**config.mk**
```make
export PLATFORM = sky130hd
export DESIGN_NAME = piso_scanner
export DESIGN_NICKNAME = d
export VERILOG_FILES = /design/src/rtl/piso_scanner.sv
export SDC_FILE = /design/constraint.sdc
export NUM_CORES = 1
export LEC_CHECK = 0
export CAP_MARGIN = 20
export CELL_PAD_IN_SITES_DETAIL_PLACEMENT = 0
export CELL_PAD_IN_SITES_GLOBAL_PLACEMENT = 1
export CORE_UTILIZATION = 46
export CTS_CLUSTER_SIZE = 12
export DETAILED_ROUTE_END_ITERATION = 6
export DONT_BUFFER_PORTS = 1
export GPL_TIMING_DRIVEN = 0
export PLACE_DENSITY = 0.77
export SETUP_SLACK_MARGIN = 0.1
export SYNTH_ARGS = -nofsm -noshare
export SYNTH_HDL_FRONTEND = slang
export SYNTH_SLANG_ARGS = --single-unit
```
**constraint.sdc**
```tcl
create_clock -name clk -period 2.1 [get_ports clk]
set_input_delay 0.315 -clock clk [delete_from_list [all_inputs] [get_ports clk]]
set_output_delay 0.315 -clock clk [all_outputs]
set_load 0.03 [all_outputs]
```
**src/rtl/piso_scanner.sv**
```systemverilog
// Scanner for an external 74LV165 parallel-in/serial-out chain: load, shift, commit snapshot.
// Optional build macro PISO_SCANNER_DEBOUNCE_EN: snapshot updates only after repeated identical scans.
module piso_scanner #(
  parameter int CHAIN_BITS     = 16,
  parameter int CLK_DIV        = 4,
  parameter int DEBOUNCE_SCANS = 3
) (
  input  logic                  clk,
  input  logic                  reset,
  input  logic                  clken,
  input  logic                  scan_en,
  input  logic                  sr_data,
  output logic                  sr_clk,
  output logic                  sr_load_n,
  output logic [CHAIN_BITS-1:0] data,
  output logic                  valid,
  output logic                  change_irq,
  input  logic                  irq_ack
);

  typedef enum logic [1:0] {
    IDLE   = 2'd0,
    LOAD   = 2'd1,
    SHIFT  = 2'd2,
    COMMIT = 2'd3
  } state_t;

  localparam logic [7:0]            DIV_LAST = 8'(CLK_DIV - 1);
  localparam logic [6:0]            BIT_LAST = 7'(CHAIN_BITS - 1);
  localparam logic [CHAIN_BITS-1:0] ALL_ONES = {CHAIN_BITS{1'b1}};

  if ((CHAIN_BITS < 2) || (CHAIN_BITS > 64) || (CLK_DIV < 1) || (CLK_DIV > 255) ||
      (DEBOUNCE_SCANS < 1) || (DEBOUNCE_SCANS > 15)) begin : g_bad_params
    $error("piso_scanner: parameter out of legal range");
  end

  state_t                  state_q, state_d;
  logic [7:0]              div_q, div_d;
  logic                    phase_q, phase_d;   // 0: sr_clk low half, 1: sr_clk high half
  logic [6:0]              bit_q, bit_d;
  logic [CHAIN_BITS-1:0]   raw_q, raw_d;
  logic [CHAIN_BITS-1:0]   data_q, data_d;
  logic                    irq_q, irq_d;
  logic                    valid_q, valid_d;
  logic                    sr_clk_q, sr_clk_d;
  logic                    sr_load_n_q, sr_load_n_d;
  logic                    phase_end_s;
  logic                    commit_s;

  // Next-state logic: phase/bit counters advance only on clken ticks; COMMIT is a single clk.
  always_comb begin
    state_d     = state_q;
    div_d       = div_q;
    phase_d     = phase_q;
    bit_d       = bit_q;
    raw_d       = raw_q;
    phase_end_s = clken && (div_q == DIV_LAST);
    case (state_q)
      IDLE: begin
        if (scan_en) begin
          state_d = LOAD;
          div_d   = 8'd0;
          phase_d = 1'b0;
          bit_d   = 7'd0;
        end else begin
          state_d = IDLE;
        end
      end
      LOAD, SHIFT: begin
        if (!clken) begin
          div_d = div_q;
        end else if (!phase_end_s) begin
          div_d = div_q + 8'd1;
        end else begin
          div_d   = 8'd0;
          phase_d = ~phase_q;
          if (!phase_q) begin
            // last tick of the low half: Q7 is stable, capture before sr_clk rises
            if (state_q == SHIFT) begin
              raw_d = {raw_q[CHAIN_BITS-2:0], sr_data};
            end else begin
              raw_d = raw_q;
            end
          end else if (state_q == LOAD) begin
            state_d = SHIFT;
          end else if (bit_q == BIT_LAST) begin
            state_d = COMMIT;
          end else begin
            bit_d = bit_q + 7'd1;
          end
        end
      end
      COMMIT: begin
        state_d = scan_en ? LOAD : IDLE;
        div_d   = 8'd0;
        phase_d = 1'b0;
        bit_d   = 7'd0;
      end
      default: begin
        state_d = IDLE;
        div_d   = 8'd0;
        phase_d = 1'b0;
        bit_d   = 7'd0;
      end
    endcase
  end

  // Output decode from next state so the pins come straight from flops.
  always_comb begin
    sr_clk_d    = ((state_d == LOAD) || (state_d == SHIFT)) && phase_d;
    sr_load_n_d = (state_d != LOAD);
    valid_d     = (state_d == COMMIT);
  end

  // FSM, counters and raw shift register.
  always_ff @(posedge clk or posedge reset) begin
    if (reset) begin
      state_q <= IDLE;
      div_q   <= 8'd0;
      phase_q <= 1'b0;
      bit_q   <= 7'd0;
      raw_q   <= ALL_ONES;
    end else begin
      state_q <= state_d;
      div_q   <= div_d;
      phase_q <= phase_d;
      bit_q   <= bit_d;
      raw_q   <= raw_d;
    end
  end

  // Registered chain-control and strobe outputs.
  always_ff @(posedge clk or posedge reset) begin
    if (reset) begin
      sr_clk_q    <= 1'b0;
      sr_load_n_q <= 1'b1;
      valid_q     <= 1'b0;
    end else begin
      sr_clk_q    <= sr_clk_d;
      sr_load_n_q <= sr_load_n_d;
      valid_q     <= valid_d;
    end
  end

  assign commit_s = (state_q == COMMIT);

`ifdef PISO_SCANNER_DEBOUNCE_EN
  localparam logic [3:0] DB_MAX = 4'(DEBOUNCE_SCANS);

  logic [CHAIN_BITS-1:0] prev_q, prev_d;
  logic [3:0]            stable_q, stable_d;

  // Snapshot update gated by a saturating run-length of identical raw scans.
  always_comb begin
    prev_d   = prev_q;
    stable_d = stable_q;
    data_d   = data_q;
    if (commit_s) begin
      prev_d = raw_q;
      if (raw_q != prev_q) begin
        stable_d = 4'd1;
      end else if (stable_q >= DB_MAX) begin
        stable_d = DB_MAX;
      end else begin
        stable_d = stable_q + 4'd1;
      end
      if (stable_d == DB_MAX) begin
        data_d = raw_q;
      end else begin
        data_d = data_q;
      end
    end else begin
      prev_d = prev_q;
    end
  end

  // Debounce history.
  always_ff @(posedge clk or posedge reset) begin
    if (reset) begin
      prev_q   <= ALL_ONES;
      stable_q <= 4'd0;
    end else begin
      prev_q   <= prev_d;
      stable_q <= stable_d;
    end
  end
`else
  // Snapshot follows every completed scan.
  always_comb begin
    if (commit_s) begin
      data_d = raw_q;
    end else begin
      data_d = data_q;
    end
  end
`endif

  // Sticky change flag: a set in COMMIT beats a simultaneous acknowledge.
  always_comb begin
    irq_d = irq_q;
    if (commit_s && (data_d != data_q)) begin
      irq_d = 1'b1;
    end else if (irq_ack) begin
      irq_d = 1'b0;
    end else begin
      irq_d = irq_q;
    end
  end

  // Snapshot and interrupt registers.
  always_ff @(posedge clk or posedge reset) begin
    if (reset) begin
      data_q <= ALL_ONES;
      irq_q  <= 1'b0;
    end else begin
      data_q <= data_d;
      irq_q  <= irq_d;
    end
  end

  assign sr_clk     = sr_clk_q;
  assign sr_load_n  = sr_load_n_q;
  assign data       = data_q;
  assign valid      = valid_q;
  assign change_irq = irq_q;

endmodule
```
==> flow_summary.yaml, run 1 <==
power:
  vdd_drop_max_mv: 0.504
  power_frac_comb_pct: 30.3
  clockPowerShare_pct: 24.8
  seqPwrFrac_pct: 44.9
  finalPower_mw: 2.63
  p_int_mw: 1.79
  p_leak_nw: 1.37
  switching_share_pct: 31.7
  pwr_density_cell_nw_per_um2: 791
  p_switching_mw: 0.833
placed_design:
  io_buffers: 0
  gp_congestion: 0.734
  dpl_cell_area_um2: 2880
  dp_hpwl_um: 3570
  dp_cells: 297
clocking:
  cts_tree: "built"
  clkTransAtPathRegs_ns: 0.10
  cts-root-buf: "clkbuf_8"
  cts_buffer_depth: 2
  cts-buffers-inserted: 5
  cts_sinks: 54
  clk_latency_ns: 0.30
  cts_max_level: 2
route:
  drc: 0
  vias: 1814
  met3_length_um: 161
  antenna_left: 0
  met1Wirelength_um: 2750
  wl_per_cell_um: 16.8
  drt-total-wl_um: 5540
  via_per_inst: 5.51
  top_layer_used: "met4"
  drt_pass1_iterations: 4
  drtIter0Drc: 91
  wl_met2_um: 2590
floorplanning:
  ios: 26
  coreArea_um2: 5640
  start_util_pct: 48.9
  die_h_um: 79.4
  die_w_um: 79.4
  dieArea_um2: 6310
  rows: 27
critical_path:
  critPathSlowestCell: "dfrtp_1"
  start_kind: "register"
  r2r-start: "div_q[1]$_DFFE_PP0P_"
  worst_setup_path_end_kind: "register"
  critPathArrivalTime_ns: 2.30
  path_buf_inv: 0
  cpPeakStageDelay_ns: 0.40
  cp_top_family: "compound AO/OA/AOI/OAI gates"
  required_ns: 2.32
  timing.rr.end: "sr_clk$_DFF_PP0_"
  rrSetupSlack_ns: 0.02
  crit_path_cell_trace: "ha_4 -> nor4b_4 -> nand3_4 -> o31ai_2 -> o22ai_2 -> ha_1 -> a21oi_2"
  crit_fanout: 10
  crit_type: "register to register"
  rr_worst_depth: 7
layout:
  nets: 272
  num_antenna_cells: 0
  syn2layout_area_growth_pct: 20.3
  num-fill-cells: 471
  final_cells: 329
  drive_gt1_share_pct: 51.0
  multiInputGateArea_um2: 1430
  regArea_um2: 1400
  design_area_um2: 3320
min_path:
  whs_path_depth: 1
  hold_end: "change_irq$_DFFE_PP0P_"
  hp-class: "primary input to register"
  holdCritStartpoint: "irq_ack"
timing:
  relSlewSlack_pct: 75.7
  report.final.slew_viol_count: 0
  worst_slew_pin_slew_ns: 0.361
  final_hold_viol_count: 0
  setup_violations: 0
  timing.fmax_ghz: 0.480
  grt_setup_unrepaired: "yes"
  fin_crit_sh_pct: 99.2
  fin_crit_ns: 2.08
  fin_worst_skew_ns: 0.00864
grt:
  grt_usage_pct: 18.7
  first_global_vias: 1740
  grt_pass1_wl_um: 9060
  antenna_found_initial: 0
  overflow: 0
  grt_max_degree: 43
synth:
  ys_types: 43
  yosysWarningCount: 0
  syn_area_per_cell_um2: 12.3
  synth_flop_cell: "dfstp_2"
  synth_cells: 224
  synth_edf_count: 0
  synth_fp_nets: 240
  synth.top_cell.area_share_pct: 31.4
  synthTopCellsByArea: "dfstp_2 (31%), dfrtp_1 (19%), mux2_2 (9.0%)"
  synth-seq-area-share_pct: 50.5
  yosys.cell_count.top_type: "dfstp_2"
  synthArstFlopShare_pct: 100
  ys_ff_latch: 54
  synth_area_um2: 2760
  yosysTopAreaCell: "dfstp_2"
  yosys-top-cells-count: "dfstp_2 (33), mux2_2 (22), dfrtp_1 (21)"
outcome:
  status: "completed"
flow_run:
  cap_violations: 0
==> per-layer routing <==
| layer | vias up | global-route usage, % |
|---|---|---|
| li1 | 887 | - |
| met1 | 894 | 27.3 |
| met2 | 29 | 28.2 |
| met3 | 4 | 4.11 |
| met4 | 0 | 4.18 |
| met5 | - | 0 |
==> cell families after synthesis <==
logic type	after synthesis	share of synthesized area, %
compound gates	34	8.12
xor+xnor	18	5.71
mux	35	15.5
buf+inv	15	2.36
flops	54	50.5
fa+ha+maj	10	4.54
simple gates	58	13.3
==> worst reg2reg max path: stages, from the launching register on <==
cell and delay, ns:
dfrtp_1 0.40, ha_4 0.17, nor4b_4 0.31, nand3_4 0.19, o31ai_2 0.29, o22ai_2 0.16
ha_1 0.35, a21oi_2 0.14
==> state kept, by name, indices dropped and copies added, names as in the netlist <==
name        cells
bit_q           7
data           16
sr_clk          1
sr_load_n       1
state_q         2
div_q           8
raw_q          16
change_irq      1
phase_q         1
valid           1
==> what timing repair did <==
action                                  4_1_cts  5_1_grt
pin swaps                                     3        7
setup buffers                                12       12
hold buffers                                  0        0
cloned                                        0        0
gates resized for setup                      20       14
endpoints found under the setup margin       34       33
==> power by group through the flow <==
stage	Sequential, mW	Clock, mW	Combinational (mW)
2_1_floorplan	1.19	0	0.358
3_3_place_gp	1.20	0	0.463
3_5_place_dp	1.20	0	0.471
4_1_cts	1.18	0.674	0.690
5_1_grt	1.19	0.714	0.874
6_report	1.18	0.650	0.796
==> stage by stage <==
step	TNS, ns	setup slack (ns)	hold slack, ns	util, %
2_1_floorplan	0	0.0958	0.411	-
3_3_place_gp	-3.91	-0.349	0.416	50.7
3_5_place_dp	-1.27	-0.346	0.421	51.1
4_1_cts	0	0.0133	0.0896	56.4
5_1_grt	-0.0777	-0.0777	0.0741	58.8
6_report	0	0.0164	0.0977	58.8
==> how the worst max path moves through the flow <==
stage	startpoint	cells after the start	slack (ns)	to
after global placement	state_q[1]$_DFF_PP0_	8	-0.35	sr_clk$_DFF_PP0_
after detailed placement	state_q[1]$_DFF_PP0_	8	-0.35	sr_clk$_DFF_PP0_
after floorplan	div_q[0]$_DFFE_PP0P_	7	0.1	sr_clk$_DFF_PP0_
final	div_q[1]$_DFFE_PP0P_	7	0.02	sr_clk$_DFF_PP0_
after global routing	div_q[0]$_DFFE_PP0P_	7	-0.08	sr_clk$_DFF_PP0_
after CTS	div_q[1]$_DFFE_PP0P_	7	0.01	sr_clk$_DFF_PP0_
==> cell type report <==
cell class	instances	area share, %
Inverter	9	1.02
Clock inverter	2	0.415
Sequential cell	54	42.1
Buffer	6	1.47
Tap cell	72	2.71
Timing Repair Buffer	25	6.41
Clock buffer	6	2.83
Multi-Input combinational cell	155	43.0
==> cell usage in the layout (no fill, tap or decap), drive strengths merged, types with 2 or more instances in the layout <==
master  instances
a21oi           7
buf            27
clkbuf         10
dfrtp          21
dfstp          33
ha             10
inv            10
mux2           32
mux2i           3
nand2          14
nand2b          2
nand3           7
nand4           7
nor2            7
nor3            2
nor4            4
nor4b           3
o211ai          2
o21a            2
o21ai           9
o21bai          3
o311ai          2
o31ai           3
or3             3
or4             3
or4b            2
xnor2          16
xor2            2
Note: power is estimated with default switching activity, not from simulation.
==> inputs of run 2 (changes only) <==
--- a/config.mk
+++ b/config.mk
@@ -9,6 +9,7 @@
 export CELL_PAD_IN_SITES_DETAIL_PLACEMENT = 0
 export CELL_PAD_IN_SITES_GLOBAL_PLACEMENT = 1
 export CORE_UTILIZATION = 46
+export CTS_CLUSTER_DIAMETER = 60
 export CTS_CLUSTER_SIZE = 12
 export DETAILED_ROUTE_END_ITERATION = 6
 export DONT_BUFFER_PORTS = 1
==> results of run 2 <==
The final DEF is identical to that of run 1; final timing and power are the same.
==> inputs of run 3 (changes only) <==
--- a/config.mk
+++ b/config.mk
@@ -8,13 +8,12 @@
 export CAP_MARGIN = 20
 export CELL_PAD_IN_SITES_DETAIL_PLACEMENT = 0
 export CELL_PAD_IN_SITES_GLOBAL_PLACEMENT = 1
-export CORE_UTILIZATION = 46
+export CORE_UTILIZATION = 30
 export CTS_CLUSTER_DIAMETER = 60
 export CTS_CLUSTER_SIZE = 12
 export DETAILED_ROUTE_END_ITERATION = 6
-export DONT_BUFFER_PORTS = 1
 export GPL_TIMING_DRIVEN = 0
-export PLACE_DENSITY = 0.77
+export PLACE_DENSITY = 0.59
 export SETUP_SLACK_MARGIN = 0.1
 export SYNTH_ARGS = -nofsm -noshare
 export SYNTH_HDL_FRONTEND = slang
==> run 3 against run 2 <==
Maximum frequency is 3.7% higher. Utilization is 18 points lower. Combinational power is 7.8% lower. Critical path type unchanged.
==> flow_summary.yaml, run 3 (synthesis results as in run 1) <==
power:
  power_frac_comb_pct: 29.0
  p_int_mw: 1.70
  seqPwrFrac_pct: 45.8
  vdd_drop_max_mv: 0.351
  p_switching_mw: 0.823
  clockPowerShare_pct: 25.1
  finalPower_mw: 2.53
  p_leak_nw: 1.45
  pwr_density_cell_nw_per_um2: 707
  switching_share_pct: 32.6
timing:
  grt_setup_unrepaired: "yes"
  final.setup.worst_slack_ns: 0.0902
  timing.fmax_ghz: 0.498
  setup_violations: 0
  relSlewSlack_pct: 69.9
  fin_crit_ns: 2.01
  final_hold_viol_count: 0
  fin_worst_skew_ns: 0.00766
  fin_crit_sh_pct: 95.7
  report.final.slew_viol_count: 0
  worst_slew_pin_slew_ns: 0.451
layout:
  num_antenna_cells: 0
  final_cell_mix: "dfstp_2 (33), clkdlybuf4s50_1 (25), mux2_2 (22), buf_4 (22), dfrtp_1 (17)"
  syn2layout_area_growth_pct: 29.7
  nets: 297
  regArea_um2: 1400
  num-fill-cells: 863
  final_common_cell: "dfstp_2"
  multiInputGateArea_um2: 1400
  design_area_um2: 3580
  drive_gt1_share_pct: 45.4
  final_cells: 390
route:
  via_per_inst: 4.95
  vias: 1932
  drt_pass1_iterations: 4
  wl_per_cell_um: 14.8
  antenna_left: 0
  drc: 0
  drtIter0Drc: 47
  drt-total-wl_um: 5760
floorplanning:
  die_h_um: 97.9
  ios: 26
  die_w_um: 97.9
  dieArea_um2: 9580
  start_util_pct: 31.3
  coreArea_um2: 8810
  rows: 34
min_path:
  hp-class: "primary input to asynchronous set/reset pin"
critical_path:
  critPathSlowestCell: "or4b_4"
  required_ns: 2.34
  crit_type: "register to register"
  rr_worst_depth: 6
  r2r-start: "div_q[6]$_DFFE_PP0P_"
  cpPeakStageDelay_ns: 0.60
  rrSetupSlack_ns: 0.09
  crit_path_cell_trace: "or4b_4 -> nor3_4 -> o21a_1 -> o21ai_1 -> ha_1 -> a21oi_2"
  worst_setup_path_end_kind: "register"
  start_kind: "register"
  crit_fanout: 5
  timing.rr.end: "sr_clk$_DFF_PP0_"
  critPathArrivalTime_ns: 2.24
clocking:
  cts_max_level: 2
  clkTransAtPathRegs_ns: 0.10
  clk_latency_ns: 0.31
  cts_sinks: 54
  cts_buffer_depth: 2
  cts_hold_buf: 0
  cts-root-buf: "clkbuf_8"
  cts-buffers-inserted: 5
  cts_tree: "built"
grt:
  first_global_vias: 1957
  grt_max_degree: 40
  grt_usage_pct: 12.9
  overflow: 0
  grt_pass1_wl_um: 9980
  antenna_found_initial: 0
outcome:
  status: "completed"
placed_design:
  gp_congestion: 0.730
  dp_cells: 358
  dp_slack_ns: -0.551
  dp_hpwl_um: 3820
  io_buffers: 25
  dpl_cell_area_um2: 3180
flow_run:
  cap_violations: 0
[run 3: timing repair]
| action | 4_1_cts | 5_1_grt |
|---|---|---|
| pin swaps | 5 | 5 |
| setup buffers | 14 | 10 |
| resized for setup | 16 | 18 |
| endpoints found under the setup margin | 34 | 34 |
[run 3: layout make-up]
cell class                 instances  area share [%]
inverter                           9           0.944
multi-input combinational        155            39.1
tap                              108            3.78
clock inverter                     2           0.490
sequential                        54            39.1
buffer                             6            1.50
timing repair buffer              50            12.8
clock buffer                       6            2.31
[run 3: per-stage QoR]
| step | utilization [%] | hold WS (ns) | TNS [ns] |
|---|---|---|---|
| CTS | 39.2 | 0.290 | 0 |
| global route | 40.6 | 0.295 | -0.00303 |
| finish | 40.6 | 0.288 | 0 |
| floorplan | - | 0.411 | 0 |
| detailed placement | 36.1 | 0.498 | -4.04 |
| global placement | 35.9 | 0.490 | -20.98 |
[run 3: worst max-delay path, delay by kind of cell, from the launching register on]
kind / cells / cell delay (ns)
adder cells (fa/ha/maj): 1 / 0.30
AND/OR/NAND/NOR: 2 / 0.83
AO/OA/AOI/OAI: 3 / 0.36
flip-flops: 1 / 0.45
[run 3: how the worst max path moves through the flow]
stage / from / endpoint / slack, ns
floorplan: div_q[0]$_DFFE_PP0P_ / sr_clk$_DFF_PP0_ / 0.1
global placement: reset / div_q[4]$_DFFE_PP0P_ / -0.62
detailed placement: clken / sr_clk$_DFF_PP0_ / -0.55
CTS: div_q[1]$_DFFE_PP0P_ / sr_clk$_DFF_PP0_ / 0.06
global route: div_q[6]$_DFFE_PP0P_ / sr_clk$_DFF_PP0_ / -0.003
finish: div_q[6]$_DFFE_PP0P_ / sr_clk$_DFF_PP0_ / 0.09
[run 3: power groups by stage]
stage / Sequential (mW) / Clock, mW / Combinational, mW
2_1_floorplan: 1.19 / 0 / 0.358
3_3_place_gp: 1.18 / 0 / 0.526
6_report: 1.16 / 0.635 / 0.734
4_1_cts: 1.16 / 0.669 / 0.674
3_5_place_dp: 1.18 / 0 / 0.535
5_1_grt: 1.17 / 0.707 / 0.817
[run 3: per-layer routing]
layer  wire length (um)  GRT usage (%)  share of wire (%)
met4                 39           2.80               0.68
met3                152           2.72                2.6
met1               2870           17.9                 50
met2               2700           20.7                 47
met5                  0              0                  0
